==> src/rtl/param_seq_detector.sv <==
// Programmable serial pattern detector: run-time loadable pattern with per-bit
// don't-care mask, overlap/non-overlap mode, Mealy match and saturating count.
module param_seq_detector #(
  parameter int unsigned      PAT_W           = 4,
  parameter logic [PAT_W-1:0] PAT_DEFAULT     = PAT_W'(4'b1011),
  parameter bit               OVERLAP_DEFAULT = 1'b1,
  parameter int unsigned      CNT_W           = 16
) (
  input  logic             clk_i,
  input  logic             rst_ni,
  input  logic             valid_i,
  input  logic             d_i,
  input  logic             load_i,
  input  logic [PAT_W-1:0] pat_i,
  input  logic [PAT_W-1:0] mask_i,
  input  logic             overlap_i,
  input  logic             clr_i,
  output logic             pattern_o,
  output logic             match_q_o,
  output logic [CNT_W-1:0] count_o
);

  localparam int unsigned      FillW    = $clog2(PAT_W);
  localparam logic [FillW-1:0] FillFull = FillW'(PAT_W - 1);
  localparam logic [CNT_W-1:0] CntMax   = '1;

  logic [PAT_W-2:0] sr_q, sr_d;
  logic [FillW-1:0] fill_q, fill_d;
  logic [PAT_W-1:0] pat_q, pat_d;
  logic [PAT_W-1:0] mask_q, mask_d;
  logic             overlap_q, overlap_d;
  logic             match_q, match_d;
  logic [CNT_W-1:0] count_q, count_d;

  logic [PAT_W-1:0] cand;
  logic             accept;
  logic             win_full;
  logic             hit;

  always_comb begin
    cand     = {sr_q, d_i};
    accept   = valid_i & ~load_i;
    win_full = (fill_q == FillFull);
    hit      = accept & win_full & (((cand ^ pat_q) & mask_q) == '0);
  end

  assign pattern_o = hit;
  assign match_q_o = match_q;
  assign count_o   = count_q;

  always_comb begin
    sr_d      = sr_q;
    fill_d    = fill_q;
    pat_d     = pat_q;
    mask_d    = mask_q;
    overlap_d = overlap_q;
    match_d   = hit;
    count_d   = count_q;

    if (load_i) begin
      // Loading drops any coincident stream bit and restarts the window fill.
      pat_d     = pat_i;
      mask_d    = mask_i;
      overlap_d = overlap_i;
      fill_d    = '0;
    end else if (accept) begin
      sr_d = cand[PAT_W-2:0];
      if (hit && !overlap_q) begin
        fill_d = '0;
      end else if (!win_full) begin
        fill_d = fill_q + 1'b1;
      end
    end

    if (clr_i) begin
      count_d = '0;
    end else if (hit && (count_q != CntMax)) begin
      count_d = count_q + 1'b1;
    end
  end

  always_ff @(posedge clk_i or negedge rst_ni) begin
    if (!rst_ni) begin
      sr_q      <= '0;
      fill_q    <= '0;
      pat_q     <= PAT_DEFAULT;
      mask_q    <= '1;
      overlap_q <= OVERLAP_DEFAULT;
      match_q   <= 1'b0;
      count_q   <= '0;
    end else begin
      sr_q      <= sr_d;
      fill_q    <= fill_d;
      pat_q     <= pat_d;
      mask_q    <= mask_d;
      overlap_q <= overlap_d;
      match_q   <= match_d;
      count_q   <= count_d;
    end
  end

endmodule

==> config.mk <==
export PLATFORM = sky130hd
export DESIGN_NAME = param_seq_detector
export DESIGN_NICKNAME = d
export VERILOG_FILES = /design/src/rtl/param_seq_detector.sv
export SDC_FILE = /design/constraint.sdc
export NUM_CORES = 1
export LEC_CHECK = 0
export CORE_ASPECT_RATIO = 0.8
export CORE_UTILIZATION = 45
export CTS_CLUSTER_DIAMETER = 120
export DETAILED_ROUTE_END_ITERATION = 10
export PLACE_DENSITY = 0.72
export SYNTH_ARGS = -nofsm -noshare
export SYNTH_HDL_FRONTEND = slang
export SYNTH_SLANG_ARGS = --single-unit
==> constraint.sdc <==
create_clock -name clk_i -period 4.9 [get_ports clk_i]
set_input_delay 1.47 -clock clk_i [delete_from_list [all_inputs] [get_ports clk_i]]
set_output_delay 1.47 -clock clk_i [all_outputs]
set_load 0.05 [all_outputs]
==> impl_summary.txt <==
----------------------------------------------------
[Setup path]
  Worst Setup SP ... valid_i
  Slowest cell on the critical path ... sky130_fd_sc_hd__clkdlybuf4s50_1
  Endpoint of the worst-slack reg-to-reg timing path ... count_o[9]
  Critical Path End ... pattern_o
  Sequence of cells on the critical path ... clkdlybuf4s50_1 -> nand2b_1 -> nor2_2 -> nand3_4 -> inv_1 -> buf_12
  Arrival time of data at the critical path endpoint ... 2.81 ns
  Kind of critical path ... in -> out
  Kind of end point of the critical path ... output pin
  Reg2Reg Setup Slack ... 2.80 ns
  Max incr delay on CP ... 0.53 ns
  Crit path required time ... 3.43 ns
  Startpoint type of the worst setup path ... input port
  Worst reg2reg path depth ... 6
  Crit Reg-Reg Startpoint ... pat_q[3]
  Biggest fanout along the worst timing path ... 7

[Global routing]
  Global-route total usage across every layer ... 20.7%
  Initial antenna violation count ... 0
  First-pass GRT wire length ... 5.69 mm
  GRT Residual Overflow ... 0
  Via count of the first global-routing pass ... 1187
  Pin count of the biggest net entering global routing ... 25

[Floorplan]
  Initial core utilization ... 49.5%
  Die Area ... 3780 µm²
  Number of top-level pins ... 33
  Die Span Y ... 55.2 µm
  Placement row count ... 18
  Core footprint ... 3220 µm²
  Die width ... 68.5 µm

[Finish]
  Fill cells ... 272
  Final Cell Area ... 2070 µm²
  Reg area ... 786 µm²
  Area growth syn-to-layout ... 29.7%
  Ratio of cells with drive above 1 in the final layout ... 22.5%
  Net count of the finished layout ... 198
  Number of diodes added for antenna fixing ... 0
  Area of the multi-input gates ... 785 µm²

[Min path]
  Worst min-delay path class ... reg -> reg

[Logic synthesis]
  Top-count cell post-synth ... sky130_fd_sc_hd__dfrtp_1
  Synth Net Count ... 159
  Instance count of the mapped netlist ... 142
  Largest cells by area after synthesis ... sky130_fd_sc_hd__dfrtp_1, sky130_fd_sc_hd__dfstp_2, sky130_fd_sc_hd__mux2_2
  Async set-reset flop share out of synthesis ... 100%
  Total standard cell area after synthesis ... 1590 µm²
  Simple logic cell fraction of the synthesized area ... 23.3%
  Seq/Total Area, Yosys ... 49.3%
  Number of enable-type register cells in the synthesized netlist ... 0
  Mean area per synthesized cell ... 11.2 µm²
  Dominant combinational cell family by area after synthesis ... simple AND/OR/NAND/NOR gates
  Synth area leader ... sky130_fd_sc_hd__dfrtp_1
  Portion of synthesized cell area occupied by the leading cell type ... 36.1%
  Complex-gate fraction of the synthesized area ... 5.58%
  Synthesis warning total ... 0
  Unique masters post-synth ... 35
  Total of flip-flops plus latches after synthesis ... 31
  Dominant register cell in the synthesized netlist ... sky130_fd_sc_hd__dfrtp_1
  Portion of netlist area occupied by mux cells ... 10.1%
  Leading post-synthesis cells by instance count ... sky130_fd_sc_hd__dfrtp_1, sky130_fd_sc_hd__nor2_1, sky130_fd_sc_hd__mux2_2, sky130_fd_sc_hd__xnor2_1, sky130_fd_sc_hd__nand2_1
  Synthesized-area fraction occupied by xor and xnor cells ... 8.80%
  Adder-cell area share of the yosys netlist ... 1.57%

[Clocking]
  Largest buffer count on any clock path ... 2
  Reg clk slew, reported paths ... 0.06 ns
  CTS tree ... built
  Number of buffers inserted to repair setup after CTS ... 0
  Clock buffer count from CTS ... 5
  CTS root buf ... sky130_fd_sc_hd__clkbuf_8
  Hold bufs inserted after CTS ... 0
  H-tree lvl count ... 2
  Clock latency at the later pin of the worst-skew pair ... 0.28 ns
  Number of cells upsized or downsized after cts ... 0
  TritonCTS Sinks ... 31

[Timing]
  Actual slew at the worst max-slew pin ... 1.11 ns
  Headroom to the max-slew limit ... 25.5%
  Number of endpoints with negative hold slack in the final report ... 0
  Highest clock rate ... 233 MHz
  Crit path time final ... 4.28 ns
  Max Transition Viols Final ... 0
  Fraction of the cycle the final worst path needs ... 87.4%
  Total negative slack ... 0 ns
  Min setup slack post-route ... 0.617 ns
  Endpoints failing setup ... 0
  Worst-case clock skew ... 0.00515 ns
  Setup repair after global routing missed its margin ... no
  Smallest hold slack ... 0.536 ns

[Power and ir drop]
  Power per unit of standard cell area ... 269 nW/µm²
  Power consumption ... 555 µW
  VDD IR-drop max ... 0.161 mV
  Leakage power ... 0.854 nW

[Run status]
  Run status ... finished, final reports clean

[Place]
  Gp weighted congestion ... 0.841
  Total of buffers placed on input and output ports ... 32
  Final HPWL DP ... 2.43 mm
  Placed standard-cell area ... 1980 µm²
  Minimum setup slack after placement ... 0.621 ns

[Drt]
  Detailed router's first-iteration violation count ... 68
  Via count of the routed design ... 1162
  Detailed Route WL ... 3.22 mm
  Detail-routed net length per standard cell ... 14.5 µm
  Final routed DRC violation total ... 0
  First-pass iteration count of the detailed router ... 4
  Remaining antenna violation count ... 0
  Mean number of vias per cell ... 5.23

[Run]
  Max-cap violations ... 0

----------------------------------------------------
==> worst min path at each step <==
stage / from / endpoint / slack [ns] / depth (start not counted)
floorplan: fill_q[1] / fill_q[1] / 0.49 / 2
global placement: pat_q[2] / pat_q[2] / 0.51 / 1
detailed placement: fill_q[1] / fill_q[1] / 0.53 / 2
CTS: fill_q[1] / fill_q[1] / 0.54 / 2
global route: pat_q[2] / pat_q[2] / 0.56 / 1
finish: fill_q[1] / fill_q[1] / 0.54 / 2
==> sequential cells by signal, indices dropped and copies added (netlist names) <==
name and flops:
mask_q 4, pat_q 4, fill_q 2, count_o 16
match_q_o 1, sr_q 3, overlap_q 1
==> where the power goes <==
| part | internal [mW] | total, mW | switching [mW] |
|---|---|---|---|
| registers | 0.276 | 0.289 | 0.0130 |
| logic | 0.0388 | 0.0746 | 0.0358 |
| clock network | 0.0994 | 0.191 | 0.0917 |
==> metal layers <==
layer / global-route usage, % / vias to the layer above / wire [µm]
met5: 0 / - / 0
met4: 11.9 / 0 / 93
met3: 4.34 / 10 / 83
met2: 28.6 / 26 / 1400
met1: 29.6 / 552 / 1650
li1: - / 574 / -
==> stage by stage <==
| stage | instances | util (%) |
|---|---|---|
| floorplan | 142 | - |
| global placement | 214 | 61.6 |
| detailed placement | 214 | 61.6 |
| CTS | 222 | 64.1 |
| global route | 222 | 64.1 |
| finish | 222 | 64.1 |
==> cell families (layout without fill, tap and decap cells) <==
family / count (synthesis) / in the layout
and+or+nand+nor: 63 / 63
muxes: 14 / 14
xor gates and xnor gates: 16 / 16
adders and majority gates: 2 / 2
AOI/OAI and AO/OA: 10 / 10
DFF: 31 / 31
buffers and inverters: 6 / 46
==> placed cells by master, fill, tap and decap left out, types with 2 or more instances in the layout <==
cell,n
sky130_fd_sc_hd__a21oi_1,3
sky130_fd_sc_hd__mux2_2,12
sky130_fd_sc_hd__nor3_1,8
sky130_fd_sc_hd__buf_4,3
sky130_fd_sc_hd__inv_1,3
sky130_fd_sc_hd__o21ai_0,3
sky130_fd_sc_hd__or3_1,2
sky130_fd_sc_hd__xnor2_1,12
sky130_fd_sc_hd__ha_1,2
sky130_fd_sc_hd__nand2_1,9
sky130_fd_sc_hd__clkbuf_1,2
sky130_fd_sc_hd__a22oi_4,2
sky130_fd_sc_hd__nor2_1,20
sky130_fd_sc_hd__nor4_1,2
sky130_fd_sc_hd__nand3_1,6
sky130_fd_sc_hd__nand4_1,2
sky130_fd_sc_hd__xor2_1,4
sky130_fd_sc_hd__nor2b_1,2
sky130_fd_sc_hd__dfstp_2,8
sky130_fd_sc_hd__dfrtp_1,23
sky130_fd_sc_hd__clkbuf_8,5
sky130_fd_sc_hd__clkdlybuf4s50_1,31
sky130_fd_sc_hd__and3_1,2
==> critical path, delay by kind of cell <==
family	cells	cell delay (ns)
buffers and inverters	3	0.83
AND/OR/NAND/NOR	3	0.50
==> area by class of cell <==
type	count	share of cell area [%]
flip-flops and latches	31	38.0
clock buffers	7	3.69
inverters	3	0.545
repair buffers	35	17.1
well taps	40	2.42
clock inverters	1	0.242
multi-input cells	105	38.0
Power figures use the tool's default switching activity.
